`src/rtl/fp_stim_pkg.sv`:
```
// fp_stim_pkg
// Shared definitions for the floating-point stimulus sequencer:
//   - fp_class_t   : operand class codes (12 classes, 12-15 fold to +zero)
//   - stim_mode_t  : run modes (random, class sweep, single class pair)
//   - seq_state_t  : sequencer FSM states
//   - LFSR_POLY    : Galois feedback mask for x^64+x^63+x^61+x^60+1
//   - NUM_CLASSES  : number of legal class codes
//   - lfsr_step()  : one Galois LFSR step
//   - cls_clamp()  : folds out-of-range class codes to 0
package fp_stim_pkg;

   typedef enum logic [3:0] {
      CLS_PZERO = 4'd0,
      CLS_NZERO = 4'd1,
      CLS_PINF  = 4'd2,
      CLS_NINF  = 4'd3,
      CLS_PSNAN = 4'd4,
      CLS_NSNAN = 4'd5,
      CLS_PQNAN = 4'd6,
      CLS_NQNAN = 4'd7,
      CLS_PNORM = 4'd8,
      CLS_NNORM = 4'd9,
      CLS_PDEN  = 4'd10,
      CLS_NDEN  = 4'd11
   } fp_class_t;

   typedef enum logic [1:0] {
      MODE_RANDOM = 2'b00,
      MODE_SWEEP  = 2'b01,
      MODE_SINGLE = 2'b10
   } stim_mode_t;

   typedef enum logic [1:0] {
      ST_IDLE = 2'd0,
      ST_GEN  = 2'd1,
      ST_DONE = 2'd2
   } seq_state_t;

   // Right-shifting Galois form: taps 64,63,61,60 land on bits 63,62,60,59.
   localparam logic [63:0] LFSR_POLY   = 64'hD800_0000_0000_0000;
   localparam logic [3:0]  NUM_CLASSES = 4'd12;

   function automatic logic [63:0] lfsr_step(input logic [63:0] s);
      return s[0] ? ((s >> 1) ^ LFSR_POLY) : (s >> 1);
   endfunction

   function automatic logic [3:0] cls_clamp(input logic [3:0] c);
      return (c >= NUM_CLASSES) ? 4'd0 : c;
   endfunction

endpackage

```
`src/rtl/fp_stim_seq_enc.sv`:
```
// fp_class_encoder
// Combinational builder of one IEEE-style operand of a requested class.
//   cls : class code (12-15 treated as +zero)
//   r   : random word; exponent taken from r[MAN_W +: EXP_W], mantissa
//         from r[MAN_W-1:0]
//   op  : {sign, exponent, mantissa}, W = 1+EXP_W+MAN_W bits
module fp_class_encoder
   import fp_stim_pkg::*;
#(
   parameter int EXP_W = 8,
   parameter int MAN_W = 23
) (
   input  logic [3:0]             cls,
   input  logic [EXP_W+MAN_W-1:0] r,
   output logic [EXP_W+MAN_W:0]   op
);

   logic [3:0]       c;
   logic [EXP_W-1:0] exp_r;
   logic [EXP_W-1:0] e;
   logic [MAN_W-1:0] man_r;
   logic [MAN_W-1:0] m;
   logic [MAN_W-2:0] payload;

   always_comb begin
      c     = cls_clamp(cls);
      exp_r = r[MAN_W +: EXP_W];
      man_r = r[MAN_W-1:0];
      // NaN payload below the quiet bit must be nonzero, or sNaN would read as inf.
      payload = man_r[MAN_W-2:0];
      if (payload == '0) payload[0] = 1'b1;
      e = '0;
      m = '0;
      case (c)
         CLS_PINF, CLS_NINF: e = '1;
         CLS_PSNAN, CLS_NSNAN: begin
            e = '1;
            m = {1'b0, payload};
         end
         CLS_PQNAN, CLS_NQNAN: begin
            e = '1;
            m = {1'b1, payload};
         end
         CLS_PNORM, CLS_NNORM: begin
            // Keep the exponent strictly inside the normal range.
            e = exp_r;
            if (e == '0)      e    = EXP_W'(1);
            else if (e == '1) e[0] = 1'b0;
            m = man_r;
            if (m == '0) m[0] = 1'b1;
         end
         CLS_PDEN, CLS_NDEN: begin
            m = man_r;
            if (m == '0) m[0] = 1'b1;
         end
         default: ;
      endcase
      // Odd class codes are the negative variants.
      op = {c[0], e, m};
   end

endmodule

```
`src/rtl/fp_stim_seq.sv`:
```
// fp_stim_seq
// Floating-point operand-pair stimulus sequencer with valid/ready output.
//   clk, rst            : clock, asynchronous active-high reset
//   start, mode         : begin a run in IDLE (random / sweep / single)
//   cls_a_sel, cls_b_sel: class pair for single mode
//   num_vec             : pair count for random mode
//   out_ready           : consumer accepts the presented pair
//   out_valid, a, b     : presented operand pair
//   cls_a, cls_b        : class codes of a and b (0 in random mode)
//   busy, done          : not-idle flag, one-cycle end-of-run pulse
//   vec_count           : saturating count of accepted pairs
module fp_stim_seq
   import fp_stim_pkg::*;
#(
   parameter int          EXP_W = 8,
   parameter int          MAN_W = 23,
   parameter logic [63:0] SEED  = 64'h1,
   parameter int          CNT_W = 16
) (
   input  logic                   clk,
   input  logic                   rst,
   input  logic                   start,
   input  logic [1:0]             mode,
   input  logic [3:0]             cls_a_sel,
   input  logic [3:0]             cls_b_sel,
   input  logic [CNT_W-1:0]       num_vec,
   input  logic                   out_ready,
   output logic                   out_valid,
   output logic [EXP_W+MAN_W:0]   a,
   output logic [EXP_W+MAN_W:0]   b,
   output logic [3:0]             cls_a,
   output logic [3:0]             cls_b,
   output logic                   busy,
   output logic                   done,
   output logic [CNT_W-1:0]       vec_count
);

   localparam int          W        = 1 + EXP_W + MAN_W;
   localparam logic [63:0] SEED_EFF = (SEED == 64'd0) ? 64'd1 : SEED;
   localparam logic [3:0]  LAST_CLS = NUM_CLASSES - 4'd1;

   seq_state_t       state_q, state_d;
   logic [63:0]      lfsr_q, lfsr_d;
   logic [1:0]       mode_q, mode_d;
   logic [CNT_W-1:0] rem_q, rem_d;
   logic [CNT_W-1:0] vec_q, vec_d;
   logic             out_valid_q, out_valid_d;
   logic [W-1:0]     a_q, a_d, b_q, b_d;
   logic [3:0]       cls_a_q, cls_a_d, cls_b_q, cls_b_d;

   logic [63:0] r1, r2;
   logic [1:0]  cur_mode;
   logic [3:0]  sel_ca, sel_cb;
   logic        xfer, last_pair;
   logic [W-1:0] enc_a, enc_b;

   // Operand a consumes the first LFSR step, operand b the second.
   assign r1 = lfsr_step(lfsr_q);
   assign r2 = lfsr_step(r1);

   fp_class_encoder #(.EXP_W(EXP_W), .MAN_W(MAN_W)) u_enc_a (
      .cls (sel_ca),
      .r   (r1[W-2:0]),
      .op  (enc_a)
   );

   fp_class_encoder #(.EXP_W(EXP_W), .MAN_W(MAN_W)) u_enc_b (
      .cls (sel_cb),
      .r   (r2[W-2:0]),
      .op  (enc_b)
   );

   // Class pair of the next pair to load; kept apart from the state update
   // so the encoders sit between two independent combinational blocks.
   always_comb begin
      xfer     = out_valid_q && out_ready;
      cur_mode = (state_q == ST_IDLE) ? mode : mode_q;
      sel_ca   = '0;
      sel_cb   = '0;
      if (state_q == ST_IDLE) begin
         if (cur_mode == MODE_SINGLE) begin
            sel_ca = cls_clamp(cls_a_sel);
            sel_cb = cls_clamp(cls_b_sel);
         end
      end else if (cur_mode == MODE_SWEEP) begin
         if (cls_b_q == LAST_CLS) begin
            sel_ca = cls_a_q + 4'd1;
         end else begin
            sel_ca = cls_a_q;
            sel_cb = cls_b_q + 4'd1;
         end
      end
      case (mode_q)
         MODE_SWEEP:  last_pair = (cls_a_q == LAST_CLS) && (cls_b_q == LAST_CLS);
         MODE_SINGLE: last_pair = 1'b1;
         default:     last_pair = (rem_q == CNT_W'(1));
      endcase
   end

   always_comb begin
      logic load;
      load        = 1'b0;
      state_d     = state_q;
      lfsr_d      = lfsr_q;
      mode_d      = mode_q;
      rem_d       = rem_q;
      vec_d       = vec_q;
      out_valid_d = out_valid_q;
      a_d         = a_q;
      b_d         = b_q;
      cls_a_d     = cls_a_q;
      cls_b_d     = cls_b_q;
      case (state_q)
         ST_IDLE: begin
            if (start) begin
               mode_d = mode;
               rem_d  = num_vec;
               vec_d  = '0;
               if (mode != MODE_SWEEP && mode != MODE_SINGLE && num_vec == '0) begin
                  state_d = ST_DONE;
               end else begin
                  state_d = ST_GEN;
                  load    = 1'b1;
               end
            end
         end
         ST_GEN: begin
            if (xfer) begin
               if (vec_q != '1) vec_d = vec_q + CNT_W'(1);
               if (last_pair) begin
                  state_d     = ST_DONE;
                  out_valid_d = 1'b0;
               end else begin
                  rem_d = rem_q - CNT_W'(1);
                  load  = 1'b1;
               end
            end
         end
         ST_DONE: state_d = ST_IDLE;
         default: state_d = ST_IDLE;
      endcase
      if (load) begin
         lfsr_d      = r2;
         out_valid_d = 1'b1;
         cls_a_d     = sel_ca;
         cls_b_d     = sel_cb;
         if (cur_mode == MODE_SWEEP || cur_mode == MODE_SINGLE) begin
            a_d = enc_a;
            b_d = enc_b;
         end else begin
            a_d = r1[W-1:0];
            b_d = r2[W-1:0];
         end
      end
   end

   always_ff @(posedge clk or posedge rst) begin
      if (rst) begin
         state_q     <= ST_IDLE;
         lfsr_q      <= SEED_EFF;
         mode_q      <= '0;
         rem_q       <= '0;
         vec_q       <= '0;
         out_valid_q <= 1'b0;
         a_q         <= '0;
         b_q         <= '0;
         cls_a_q     <= '0;
         cls_b_q     <= '0;
      end else begin
         state_q     <= state_d;
         lfsr_q      <= lfsr_d;
         mode_q      <= mode_d;
         rem_q       <= rem_d;
         vec_q       <= vec_d;
         out_valid_q <= out_valid_d;
         a_q         <= a_d;
         b_q         <= b_d;
         cls_a_q     <= cls_a_d;
         cls_b_q     <= cls_b_d;
      end
   end

   assign out_valid = out_valid_q;
   assign a         = a_q;
   assign b         = b_q;
   assign cls_a     = cls_a_q;
   assign cls_b     = cls_b_q;
   assign busy      = (state_q != ST_IDLE);
   assign done      = (state_q == ST_DONE);
   assign vec_count = vec_q;

endmodule

```
`config.mk`:
```
export PLATFORM = sky130hd
export DESIGN_NAME = fp_stim_seq
export DESIGN_NICKNAME = d
export VERILOG_FILES = /design/src/rtl/fp_stim_pkg.sv /design/src/rtl/fp_stim_seq_enc.sv /design/src/rtl/fp_stim_seq.sv
export SDC_FILE = /design/constraint.sdc
export NUM_CORES = 1
export LEC_CHECK = 0
export ABC_CLOCK_PERIOD_IN_PS = 7300
export CAP_MARGIN = 30
export CORE_UTILIZATION = 55
export DETAILED_ROUTE_END_ITERATION = 8
export PLACE_DENSITY = 0.81
export RECOVER_POWER = 25
export SETUP_SLACK_MARGIN = 0.1
export SKIP_CTS_REPAIR_TIMING = 1
export SYNTH_ARGS = -nofsm -noshare
export SYNTH_HDL_FRONTEND = slang
export SYNTH_SLANG_ARGS = --single-unit
```
`constraint.sdc`:
```
create_clock -name clk -period 7.3 [get_ports clk]
set_input_delay 2.19 -clock clk [delete_from_list [all_inputs] [get_ports clk]]
set_output_delay 2.19 -clock clk [all_outputs]
set_load 0.03 [all_outputs]
```
# Yosys cells after proc, flatten, opt, wreduce, memory -nomap -nowiden
# Index checks and enable logic that the tools add are counted.
classes:
  n_bitwise: 2
  n_reduce_logical: 33
  magnitude_cmp: 4
  mux: 54
  n_addsub: 4
  n_eq_ne: 39
op_table:
  columns: ["cell", "count"]
  rows:
  - ["one-hot mux 23 bit (3 select lines)", 2]
  - ["two-way mux 64 bit", 2]
  - ["two-way mux 16 bit", 6]
  - ["two-way mux 32 bit", 2]
  - ["one-hot mux 16 bit (2 select lines)", 2]
  - ["two-way mux 4 bit", 12]
  - ["zero test 23 bit", 2]
  - ["zero test 22 bit", 2]
  - ["== test 4 bit (second input constant)", 10]
  - ["== test 4 x 3 -> 1 bit (second input constant)", 8]
  - ["one-hot mux 8 bit (2 select lines)", 2]
  - ["adder 16 x 1 -> 16 bit (second input constant)", 1]
  - ["== test 16 x 1 -> 1 bit (second input constant)", 1]
  - ["== test 4 x 2 -> 1 bit (second input constant)", 4]
  - ["== test 8 bit (second input constant)", 2]
  - [">= comparator 4 bit (second input constant)", 4]
  - ["zero test 16 bit", 1]
  - ["zero test 8 bit", 2]
  - ["two-way mux 1 bit", 16]
  - ["inequality test 16 bit (second input constant)", 1]
  - ["subtractor 16 x 1 -> 16 bit (second input constant)", 1]
  - ["two-way mux 7 bit", 2]
  - ["inequality test 2 bit (second input constant)", 6]
  - ["OR reduction 2 bit", 6]
  - ["other kinds (17)", 39]
totals:
  output_inout_bits: 91
  input_bits: 30
  register_bits: 173
  elab_cells: 146

# Logic depth before layout (Yosys ltp)
depth:
  word_depth: 11
  ltp_mapped: 16
  ltp_nobuf: 15

# By module
# A second synthesis with hierarchy kept.
unflattened:
  cells_unflattened: 882
  hier_area_um2: 9500.4
by_module_without_submodules:
  columns: ["module", "seq_area_each_um2", "cells_each", "n_inst", "area_each_um2"]
  rows:
  - ["fp_stim_seq", 4330.4, 760, 1, 8612.0]
  - ["fp_class_encoder", 0.0, 61, 2, 444.2]

# Worst setup path after synthesis
# No wires, ideal clock.
synth_timing:
  kind: "input -> register"
  startpoint: "input port mode[0]"
  endpoint: "register a_q[24] (netlist: a[24])"
  setup_time_ns: 0.157
  n_path_buf: 0
  path_stages: 10
  t_required_ns: 7.143
  setup_slack_ns: 2.743
  arrival_time_ns: 4.400
  cell_sequence: "mux2i_1 -> ha_1 -> nor3b_1 -> a32o_1 -> ha_1 -> nor3b_1 -> a41oi_1 -> o21ai_0 -> o21ai_1 -> o311ai_0"
synth_between:
  elab_chain_cells: 10
  elab_cells_between_ends: 28
  cone_classes: "1 x order compare; 12 x eq/ne; 10 x mux; 5 x reduce/logical"
synth_lines:
  columns: ["item", "line", "text"]
  rows:
  - ["start: declaration", "fp_stim_seq.sv:23", "input logic [1:0] mode,"]
  - ["two-way mux 2 bit (*)", "fp_stim_seq.sv:77", "cur_mode = (state_q == ST_IDLE) ? mode : mode_q;"]
  - ["== test 2 x 1 -> 1 bit / == test 2 bit (equally long branches)", "fp_stim_seq.sv:85, fp_stim_seq.sv:81", null]
  - ["two-way mux 4 bit (on tied branches)", "fp_stim_seq.sv:85, fp_stim_seq.sv:81", null]
  - ["two-way mux 4 bit (*)", "fp_stim_seq.sv:80", "if (state_q == ST_IDLE) begin"]
  - ["named net sel_ca[2]", "fp_stim_seq.sv:53", "logic [3:0] sel_ca, sel_cb;"]
  - [">= comparator 4 bit", "fp_stim_pkg.sv:48", "return (c >= NUM_CLASSES) ? 4'd0 : c;"]
  - ["two-way mux 4 bit (*)", "fp_stim_pkg.sv:48", null]
  - ["== test 4 x 2 -> 1 bit (tied with other cells)", "fp_stim_seq_enc.sv:34", "case (c)"]
  - ["OR reduction 6 bit (no line) / OR reduction 2 bit (equally long branches)", null, null]
  - ["one-hot mux 8 bit (2 select lines) (*)", "fp_stim_seq_enc.sv:34", null]
  - ["two-way mux 32 bit (*)", "fp_stim_seq.sv:147", "if (cur_mode == MODE_SWEEP || cur_mode == MODE_SINGLE) begin"]
  - ["end signal: assignment", "fp_stim_seq.sv:165", "a_q <= '0;"]
  - ["end signal: assignment", "fp_stim_seq.sv:176", "a_q <= a_d;"]
  - ["end: declaration", "fp_stim_seq.sv:48", "logic [W-1:0] a_q, a_d, b_q, b_d;"]
# The timed path passes the listed nets; every way through them passes the cells marked *.
# A chain may end at the register's enable or synchronous reset.

==> flow_metrics.tcl <==
set metrics [dict create \
    synthesis.nets 851 \
    pre_cts_ws_ns 1.694 \
    yosysWarnings 0 \
    slew_violations 85 \
    routed_wl_um 20390 \
    yosysMostFrequentCell "dfrtp_1" \
    layout-drive-gt1-share_pct 11.71 \
    place_area_um2 9607 \
    nFillCells 1063 \
    ys_ff_latch 173 \
    vias 6789 \
    grt_pass1_wl_um 33400 \
    multi_input_area_um2 3637 \
    irDropWorstVdd_mv 0.2713 \
    clock_path_buffers 2 \
    port_buffers 120 \
    die_w_um 124.5 \
    outcome "finished, violations left" \
    h-tree-depth 4 \
    hold_class "register to register" \
    skew_ns 0.008601 \
    vias_per_cell 6.138 \
    cts_buffers 17 \
    synth.area.top_cells "dfrtp_1, mux2_2, o21ai_0, nand3_1, nand2_1" \
    yosys-top-cells-count "dfrtp_1, o21ai_0, nand2_1" \
    arrival_ns 5.94 \
    grt_max_degree 85 \
    die_area_um2 15490 \
    violations "max-capacitance violations, max-slew violations" \
    worst_pin_slew_ns 3.715 \
    seqCellArea_um2 4330 \
    ios 121 \
    syn_area_um2 8248 \
    ctsRootBufferMaster "clkbuf_16" \
    synthFlopType "dfrtp_1" \
    synth_area_leader_cell "dfrtp_1" \
    grt_overflow 0 \
    p_leak_nw 4.329 \
    powerDensity_nw_per_um2 475.5 \
    core_um2 14590 \
    fin_ws_ns 1.763 \
    syn_avg_cell_area_um2 10.23 \
    clock-sinks 173 \
    nets 954 \
    period_minus_slack_ns 5.537 \
    grt.total_usage_pct 26.73 \
    netlist_instances 806 \
    ant_nets 0 \
    gp_congestion 0.8925 \
    grt_pass1_vias 6507 \
    syn_to_final_growth_pct 23.80 \
    setup_viol 0 \
    design_area_um2 10210 \
    drc_errors 0 \
    synth_top_area_share_pct 52.18 \
    synth_edf_count 0 \
    die_y_um 124.5 \
    synth.distinct_cells 64 \
    cts_tree "yes" \
    hpwl_um 13060 \
    cp-end-kind "asynchronous set/reset pin" \
    clk_pin_slew_ns 0.07 \
    wire_per_inst_um 18.43 \
    async_flop_share_pct 100.0 \
    fin_tns_setup_ns 0 \
    num_rows 44 \
    initial_core_util_pct 56.54 \
    startpoint_type "input port" \
    relSlewSlack_pct -149.0 \
    antenna_found_initial 0 \
    cp_max_fo 84 \
    maxCapViolCount 1 \
    insertion_delay_ns 0.43 \
    finalHoldViolCount 0 \
    rsz0062_at_grt "false" \
    fmax_mhz 180.6 \
    worstSetupPathType "input port to asynchronous set/reset pin" \
    ys_seq_area_share_pct 52.50 \
    drt_iter0_drc 568 \
    dr.pass1.iters 6 \
    fin_crit_sh_pct 75.85 \
    cp_data_required_time_ns 7.70 \
    diodes 0 \
]
==> worst max-delay path, cell delays in order <==
cell	delay [ns]
dlygate4sd3_1	0.55
clkinvlp_2	2.10
clkbuf_2	1.06
==> kinds of logic (layout without fill, tap and decap cells) <==
group | after synthesis | count (layout) | share of synthesized area, %
DFF | 173 | 173 | 52.50
AOI/OAI and AO/OA | 217 | 217 | 16.46
and+or+nand+nor | 252 | 252 | 15.06
xor gates and xnor gates | 16 | 16 | 1.699
adders and majority gates | 15 | 15 | 2.275
buffers and inverters | 72 | 188 | 3.686
muxes | 61 | 61 | 8.313
==> power breakdown <==
part           internal [mW]  switching [mW]  total, mW  leakage [nW]
Combinational          0.897            1.39       2.29          1.73
Sequential              1.30           0.319       1.62          2.30
Clock                  0.525           0.426      0.951         0.300
==> through the flow <==
| step | power [mW] | hold WS, ns | util, % | cells |
|---|---|---|---|---|
| after floorplan | 3.142 | 0.4541 | - | 806 |
| after global placement | 3.817 | 0.4647 | 65.71 | 1073 |
| after detailed placement | 3.884 | 0.4756 | 65.85 | 1074 |
| after CTS | 4.859 | 0.5002 | 70.13 | 1106 |
| after global routing | 5.128 | 0.5158 | 69.99 | 1106 |
| final | 4.855 | 0.4933 | 69.99 | 1106 |
==> flip-flops by register name (all words and copies together), names as in the netlist <==
name	flops
lfsr_q	64
a	32
b	32
rem_q	16
vec_count	16
cls_a	4
cls_b	4
mode_q	2
state_q	2
out_valid	1
==> routing by layer <==
metal,wire length (um),GRT usage (%),up-vias
met4,368,8.575,0
met2,9882,42.28,248
li1,-,-,3151
met5,0,0,-
met3,1129,5.369,38
met1,9007,37.07,3352
==> final timing paths <==
kind	from	endpoint	slack [ns]	cells after the start
worst max register to register	state_q[0]$_DFFE_PP0P_	a[24]$_DFFE_PP0P_	3.25	10
worst max-delay path	rst	lfsr_q[6]$_DFFE_PP0P_	1.76	3
worst min register to register	b[31]$_DFFE_PP0P_	b[31]$_DFFE_PP0P_	0.49	1
min in group asynchronous	rst	cls_a[0]$_DFFE_PP0P_	3.33	2
worst min-delay path	b[31]$_DFFE_PP0P_	b[31]$_DFFE_PP0P_	0.49	1
max in group clk	mode[1]	a[24]$_DFFE_PP0P_	2.05	11
==> cell type report <==
| cell class | count | area share, % |
|---|---|---|
| repair buffers | 132 | 12.71 |
| clock inverters | 15 | 1.948 |
| flip-flops and latches | 173 | 42.41 |
| inverters | 24 | 0.8945 |
| multi-input cells | 561 | 35.62 |
| clock buffers | 17 | 4.166 |
| well taps | 184 | 2.255 |
==> cell usage in the layout (no fill, tap or decap), types with 4 or more instances in the layout <==
cell / netlist / final
dfrtp_1: 172 / 172
clkdlybuf4s50_1: 0 / 116
o21ai_0: 104 / 104
nand2_1: 76 / 75
nand3_1: 68 / 68
mux2_2: 52 / 52
nor2_1: 34 / 33
inv_1: 24 / 23
a21oi_1: 23 / 23
clkbuf_16: 0 / 17
nor4_1: 15 / 15
ha_1: 15 / 15
o211ai_1: 14 / 14
nor3_1: 12 / 12
a2bb2oi_1: 10 / 10
a22oi_1: 9 / 9
buf_4: 2 / 9
xor2_1: 8 / 8
mux2_1: 8 / 8
xnor2_1: 8 / 8
nand4_1: 7 / 7
or4_1: 7 / 7
nand2b_1: 5 / 5
and3_1: 5 / 5
a211oi_1: 5 / 5
o31ai_1: 4 / 5
inv_8: 0 / 5
o21a_1: 4 / 4
or3_1: 4 / 4
a22o_1: 4 / 4
a21o_1: 4 / 4
dlygate4sd3_1: 0 / 4
Note: power is estimated with default switching activity, not from simulation.
==> RTL change 1: new RTL, same flow settings <==
Take the reset off `b_q` and load it in a clocked block of its own.
--- a/src/rtl/fp_stim_seq.sv
+++ b/src/rtl/fp_stim_seq.sv
@@ -165,3 +165,2 @@
          a_q         <= '0;
-         b_q         <= '0;
          cls_a_q     <= '0;
@@ -176,3 +175,2 @@
          a_q         <= a_d;
-         b_q         <= b_d;
          cls_a_q     <= cls_a_d;
@@ -180,2 +178,6 @@
       end
+   end
+
+   always_ff @(posedge clk) begin
+      b_q <= b_d;
    end
Behaviour: not the same (a bounded check fails within 4 cycles, from zero or initial values and one cycle with rst high).
==> RTL change 1 against the unedited design <==
- the flow still finishes with violations (capacitance limit, slew limit)
- total power is 1.3% higher
- clock power is 0.9% lower
- design area is 2.9% lower
- utilization is 0.60 points higher
- worst setup slack better by 150 ps
- final cell count is 4.2% higher
- critical path type unchanged
- routed wire length is 8.1% lower
- sequential cell count stayed put
- sequential share of layout area is 2.9 points higher
- die area is 3.0% lower
- area after synthesis is 3.1% lower
- synthesized cell count is 5.7% higher
==> RTL change 1: results (changes against the unedited design) <==
<table>
<tr><th>Metric</th><th>Value</th></tr>
<tr><th colspan="2">Layout</th></tr>
<tr><td>Area overhead of the layout relative to synthesis</td><td>23.99% (was 23.80%)</td></tr>
<tr><td>Number of combinational gates with multiple inputs</td><td>617 (was 561)</td></tr>
<tr><td>Storage element area</td><td>4491 um2 (was 4330 um2)</td></tr>
<tr><td>Relative area of clock buffers and inverters in the final design</td><td>6.286% (was 6.114%)</td></tr>
<tr><td>Share of the final layout cell area in multi-input gates</td><td>32.48% (was 35.62%)</td></tr>
<tr><th colspan="2">Timing</th></tr>
<tr><td>Final max-slew violation count</td><td>98 (was 85)</td></tr>
<tr><td>Largest clock skew in the final design</td><td>12.32 ps (was 8.601 ps)</td></tr>
<tr><th colspan="2">Synth</th></tr>
<tr><td>Total nets after synthesis</td><td>897 (was 851)</td></tr>
<tr><td>Post-synthesis async set-or-reset flop share</td><td>81.50% (was 100.0%)</td></tr>
<tr><td>Number of synthesized flops with an enable pin</td><td>32 (was 0)</td></tr>
<tr><td>Number of unique standard cell types used by synthesis</td><td>59 (was 64)</td></tr>
<tr><td>Leading post-synthesis cells by cell area</td><td>dfrtp_1 44%, nand2_1 12%, edfxtp_1 12% (was dfrtp_1 52%, mux2_2 7.1%, o21ai_0 6.3%)</td></tr>
<tr><th colspan="2">Run status</th></tr>
<tr><td>Result of the run</td><td>complete, but fails checks (unchanged)</td></tr>
<tr><td>Violated checks</td><td>capacitance limit, slew limit (unchanged)</td></tr>
<tr><th colspan="2">Worst setup path</th></tr>
<tr><td>Critical Path Slowest Stage Cell</td><td>inv_1 (was clkinvlp_2)</td></tr>
<tr><td>Startpoint of the worst-slack reg-to-reg timing path</td><td>state_q[1] (was state_q[0])</td></tr>
<tr><td>Peak per-stage delay on the critical path</td><td>2460 ps (was 2100 ps)</td></tr>
<tr><td>Data arrival, critical path</td><td>5130 ps (was 5940 ps)</td></tr>
<tr><td>Largest fanout on the critical path</td><td>97 (was 84)</td></tr>
<tr><th colspan="2">Worst hold path</th></tr>
<tr><td>Endpoint, Worst Hold</td><td>lfsr_q[51] (was b[31])</td></tr>
<tr><td>Hold path cells</td><td>2 (was 1)</td></tr>
<tr><td>Start point of the worst hold path</td><td>lfsr_q[51] (was b[31])</td></tr>
<tr><th colspan="2">Power</th></tr>
<tr><td>Switch Pwr</td><td>2.238 mW (was 2.136 mW)</td></tr>
<tr><td>Relative contribution of the clock network to total power</td><td>19.2% (was 19.6%)</td></tr>
<tr><td>Combinational share of power</td><td>46.8% (was 47.1%)</td></tr>
<tr><th colspan="2">Drt</th></tr>
<tr><td>Number of design-rule violations left by the first detailed-router iteration</td><td>673 (was 568)</td></tr>
<tr><td>Routed vias</td><td>6510 (was 6789)</td></tr>
<tr><th colspan="2">Placed design</th></tr>
<tr><td>Placed standard-cell area</td><td>9290 um2 (was 9607 um2)</td></tr>
<tr><th colspan="2">Job</th></tr>
<tr><td>Reported max-cap violation count</td><td>1 (unchanged)</td></tr>
<tr><th colspan="2">Global routing</th></tr>
<tr><td>Largest net degree at the start of global routing</td><td>98 (was 85)</td></tr>
</table>
RTL change 1: cell types whose count changed in the layout (fill, tap and decap cells not counted), sizes merged, moves of 7 or more:
| cell | unedited run | this run |
|---|---|---|
| a2bb2oi | 10 | 0 |
| a21o | 4 | 12 |
| o211ai | 14 | 1 |
| nand2 | 76 | 257 |
| o21ai | 107 | 34 |
| or4 | 8 | 1 |
| nor2 | 34 | 66 |
| nand3 | 68 | 42 |
| mux2 | 60 | 2 |
| edfxtp | 0 | 32 |
| dfrtp | 172 | 140 |
| nor2b | 3 | 23 |
| a21oi | 23 | 45 |
RTL change 1: stage by stage:
step	power [mW]	hold slack, ps	cells
floorplan	3.228	438.6	852
global placement	3.891	448.3	1118
detailed placement	3.973	455.4	1120
CTS	4.932	470.5	1152
global route	5.228	493.7	1153
finish	4.920	469.3	1153
RTL change 1: cell families after synthesis:
family / after synthesis / share of synthesized area, %
fa+ha+maj: 15 / 2.347
xor+xnor: 22 / 2.410
mux: 4 / 0.5790
flops: 173 / 56.17
buf+inv: 62 / 3.756
compound gates: 133 / 10.49
simple gates: 443 / 24.26
RTL change 1: worst max path at each step:
stage	start	end	slack, ps	cells after the start
after floorplan	rst	a[0]	1330	1
after global placement	mode[1]	a[2]	1950	10
after detailed placement	mode[1]	a[29]	2010	11
after CTS	mode[0]	a[2]	2450	10
after global routing	rst	lfsr_q[22]	1110	2
final	rst	a[10]	1910	2
RTL change 1: layer usage:
layer | vias up | part of all wire [%] | track usage, %
met1 | 3157 | 44 | 34.51
met3 | 31 | 5.7 | 5.390
met5 | - | 0 | 0
met4 | 0 | 1.5 | 7.927
li1 | 3106 | - | -
met2 | 216 | 49 | 43.47
==> RTL change 2: new RTL, same settings <==
Made on the original files. `EXP_W` is set to 8 in 2 places; all go to 12.
--- a/src/rtl/fp_stim_seq_enc.sv
+++ b/src/rtl/fp_stim_seq_enc.sv
@@ -9,3 +9,3 @@
 #(
-   parameter int EXP_W = 8,
+   parameter int EXP_W = 12,
    parameter int MAN_W = 23
--- a/src/rtl/fp_stim_seq.sv
+++ b/src/rtl/fp_stim_seq.sv
@@ -14,3 +14,3 @@
 #(
-   parameter int          EXP_W = 8,
+   parameter int          EXP_W = 12,
    parameter int          MAN_W = 23,
Ports: changed (resized a and b); port bits go from 121 to 129. The function was not compared with the original's and may differ.
==> RTL change 2 against the unedited design <==
- the flow still finishes with violations (capacitance limit, slew limit)
- routed wire length increased by 9.9%
- design area increased by 6.7%
- area after synthesis grew 8.0%
- sequential cell count grew 8
- via count increased by 8.9%
- clock skew is 7.9 ps higher
- total power increased by 0.61%
- worst setup slack gained 220 ps
==> RTL change 2: results (changes against the unedited design) <==
<table>
<tr><th>Metric</th><th>Value</th></tr>
<tr><th colspan="2">Drt</th></tr>
<tr><td>First drt pass iteration count</td><td>5 (was 6)</td></tr>
<tr><td>Routed vias</td><td>7392 (was 6789)</td></tr>
<tr><td>Vias per cell</td><td>6.124 (was 6.138)</td></tr>
<tr><th colspan="2">Placed design</th></tr>
<tr><td>Half-perimeter wire length after detailed placement</td><td>14.51 mm (was 13.06 mm)</td></tr>
<tr><td>Number of cells after detailed placement</td><td>1175 (was 1074)</td></tr>
<tr><td>Final weighted congestion in routability-driven placement</td><td>0.8624 (was 0.8925)</td></tr>
<tr><td>Placed standard-cell area</td><td>10310 um2 (was 9607 um2)</td></tr>
<tr><th colspan="2">Worst setup path</th></tr>
<tr><td>Data arrival, critical path</td><td>5640 ps (was 5940 ps)</td></tr>
<tr><td>Largest fanout on the critical path</td><td>10 (was 84)</td></tr>
<tr><td>Largest delay share family, worst path</td><td>compound AO/OA/AOI/OAI gates (was buffers and inverters)</td></tr>
<tr><td>Register-to-register path setup slack</td><td>3340 ps (was 3250 ps)</td></tr>
<tr><td>Worst setup startpoint</td><td>mode[0] (was rst)</td></tr>
<tr><td>Peak per-stage delay on the critical path</td><td>780 ps (was 2100 ps)</td></tr>
<tr><td>Category of the critical setup timing path</td><td>input pin to flop (was input pin to async pin)</td></tr>
<tr><th colspan="2">Power</th></tr>
<tr><td>Power dissipated in the clock network</td><td>912 uW (was 951 uW)</td></tr>
<tr><td>Switching power as a share of total power</td><td>44.96% (was 43.99%)</td></tr>
<tr><th colspan="2">Synth</th></tr>
<tr><td>Leading post-synthesis cells by cell area</td><td>dfrtp_1 51%, o21ai_0 5.1%, mux2_1 4.4% (was dfrtp_1 52%, mux2_2 7.1%, o21ai_0 6.3%)</td></tr>
<tr><td>Sequential cell area fraction in the yosys report</td><td>50.85% (was 52.50%)</td></tr>
<tr><td>Post-synth top cells</td><td>180 x dfrtp_1, 91 x o21ai_0, 79 x nand2_1 (was 172 x dfrtp_1, 104 x o21ai_0, 76 x nand2_1)</td></tr>
<tr><th colspan="2">Global routing</th></tr>
<tr><td>Number of global-route vias before repair</td><td>7034 (was 6507)</td></tr>
<tr><td>Largest net degree at the start of global routing</td><td>83 (was 85)</td></tr>
<tr><td>Global-route wire length before repair</td><td>36.09 mm (was 33.40 mm)</td></tr>
<tr><td>GR Util All Layers</td><td>27.74% (was 26.73%)</td></tr>
<tr><th colspan="2">Timing</th></tr>
<tr><td>Final max-slew violation count</td><td>83 (was 85)</td></tr>
<tr><th colspan="2">Run status</th></tr>
<tr><td>Violated checks</td><td>capacitance limit, slew limit (unchanged)</td></tr>
<tr><td>Result of the run</td><td>complete, but fails checks (unchanged)</td></tr>
<tr><th colspan="2">Job</th></tr>
<tr><td>Reported max-cap violation count</td><td>1 (unchanged)</td></tr>
</table>
-- RTL change 2: cell types whose count changed after synthesis, sizes merged, moves of 9 or more --
cell / before / now
buf: 7 / 17
o211ai: 14 / 5
o21ai: 107 / 91
o22ai: 3 / 23
o22a: 2 / 13
-- RTL change 2: cells by family (layout without fill, tap and decap cells) --
| kind of cell | Yosys count | after routing | share of synthesized area, % |
|---|---|---|---|
| simple gates | 285 | 285 | 16.15 |
| xor+xnor | 23 | 23 | 2.261 |
| fa+ha+maj | 15 | 15 | 2.106 |
| mux | 68 | 68 | 8.566 |
| flops | 181 | 181 | 50.85 |
| buf+inv | 93 | 203 | 4.536 |
| compound gates | 216 | 216 | 15.53 |
-- RTL change 2: layout make-up --
class | count | area [um2] | area share (%)
clock buffers | 19 | 442.9 | 4.067
flip-flops and latches | 181 | 4531 | 41.60
clock inverters | 12 | 133.9 | 1.229
repair buffers | 141 | 1399 | 12.84
multi-input cells | 607 | 3996 | 36.70
inverters | 31 | 117.6 | 1.080
well taps | 216 | 270.3 | 2.482
-- RTL change 2: worst min path at each step --
stage               start          to  slack (ps)  depth (start not counted)
2_1_floorplan  lfsr_q[51]  lfsr_q[49]         450                          1
3_3_place_gp   lfsr_q[49]  lfsr_q[49]         470                          1
3_5_place_dp        b[35]       b[35]         470                          1
4_1_cts             b[26]       b[26]         490                          1
5_1_grt             b[22]       b[22]         520                          1
6_report       lfsr_q[49]  lfsr_q[49]         490                          1
-- RTL change 2: layer usage --
metal  wire (um)  track usage (%)  vias to the layer above
met5           0                0                        -
li1            -                -                     3409
met2       10860            44.12                      314
met4         464            10.59                        0
met3        1466            4.666                       41
met1        9617            38.25                     3628
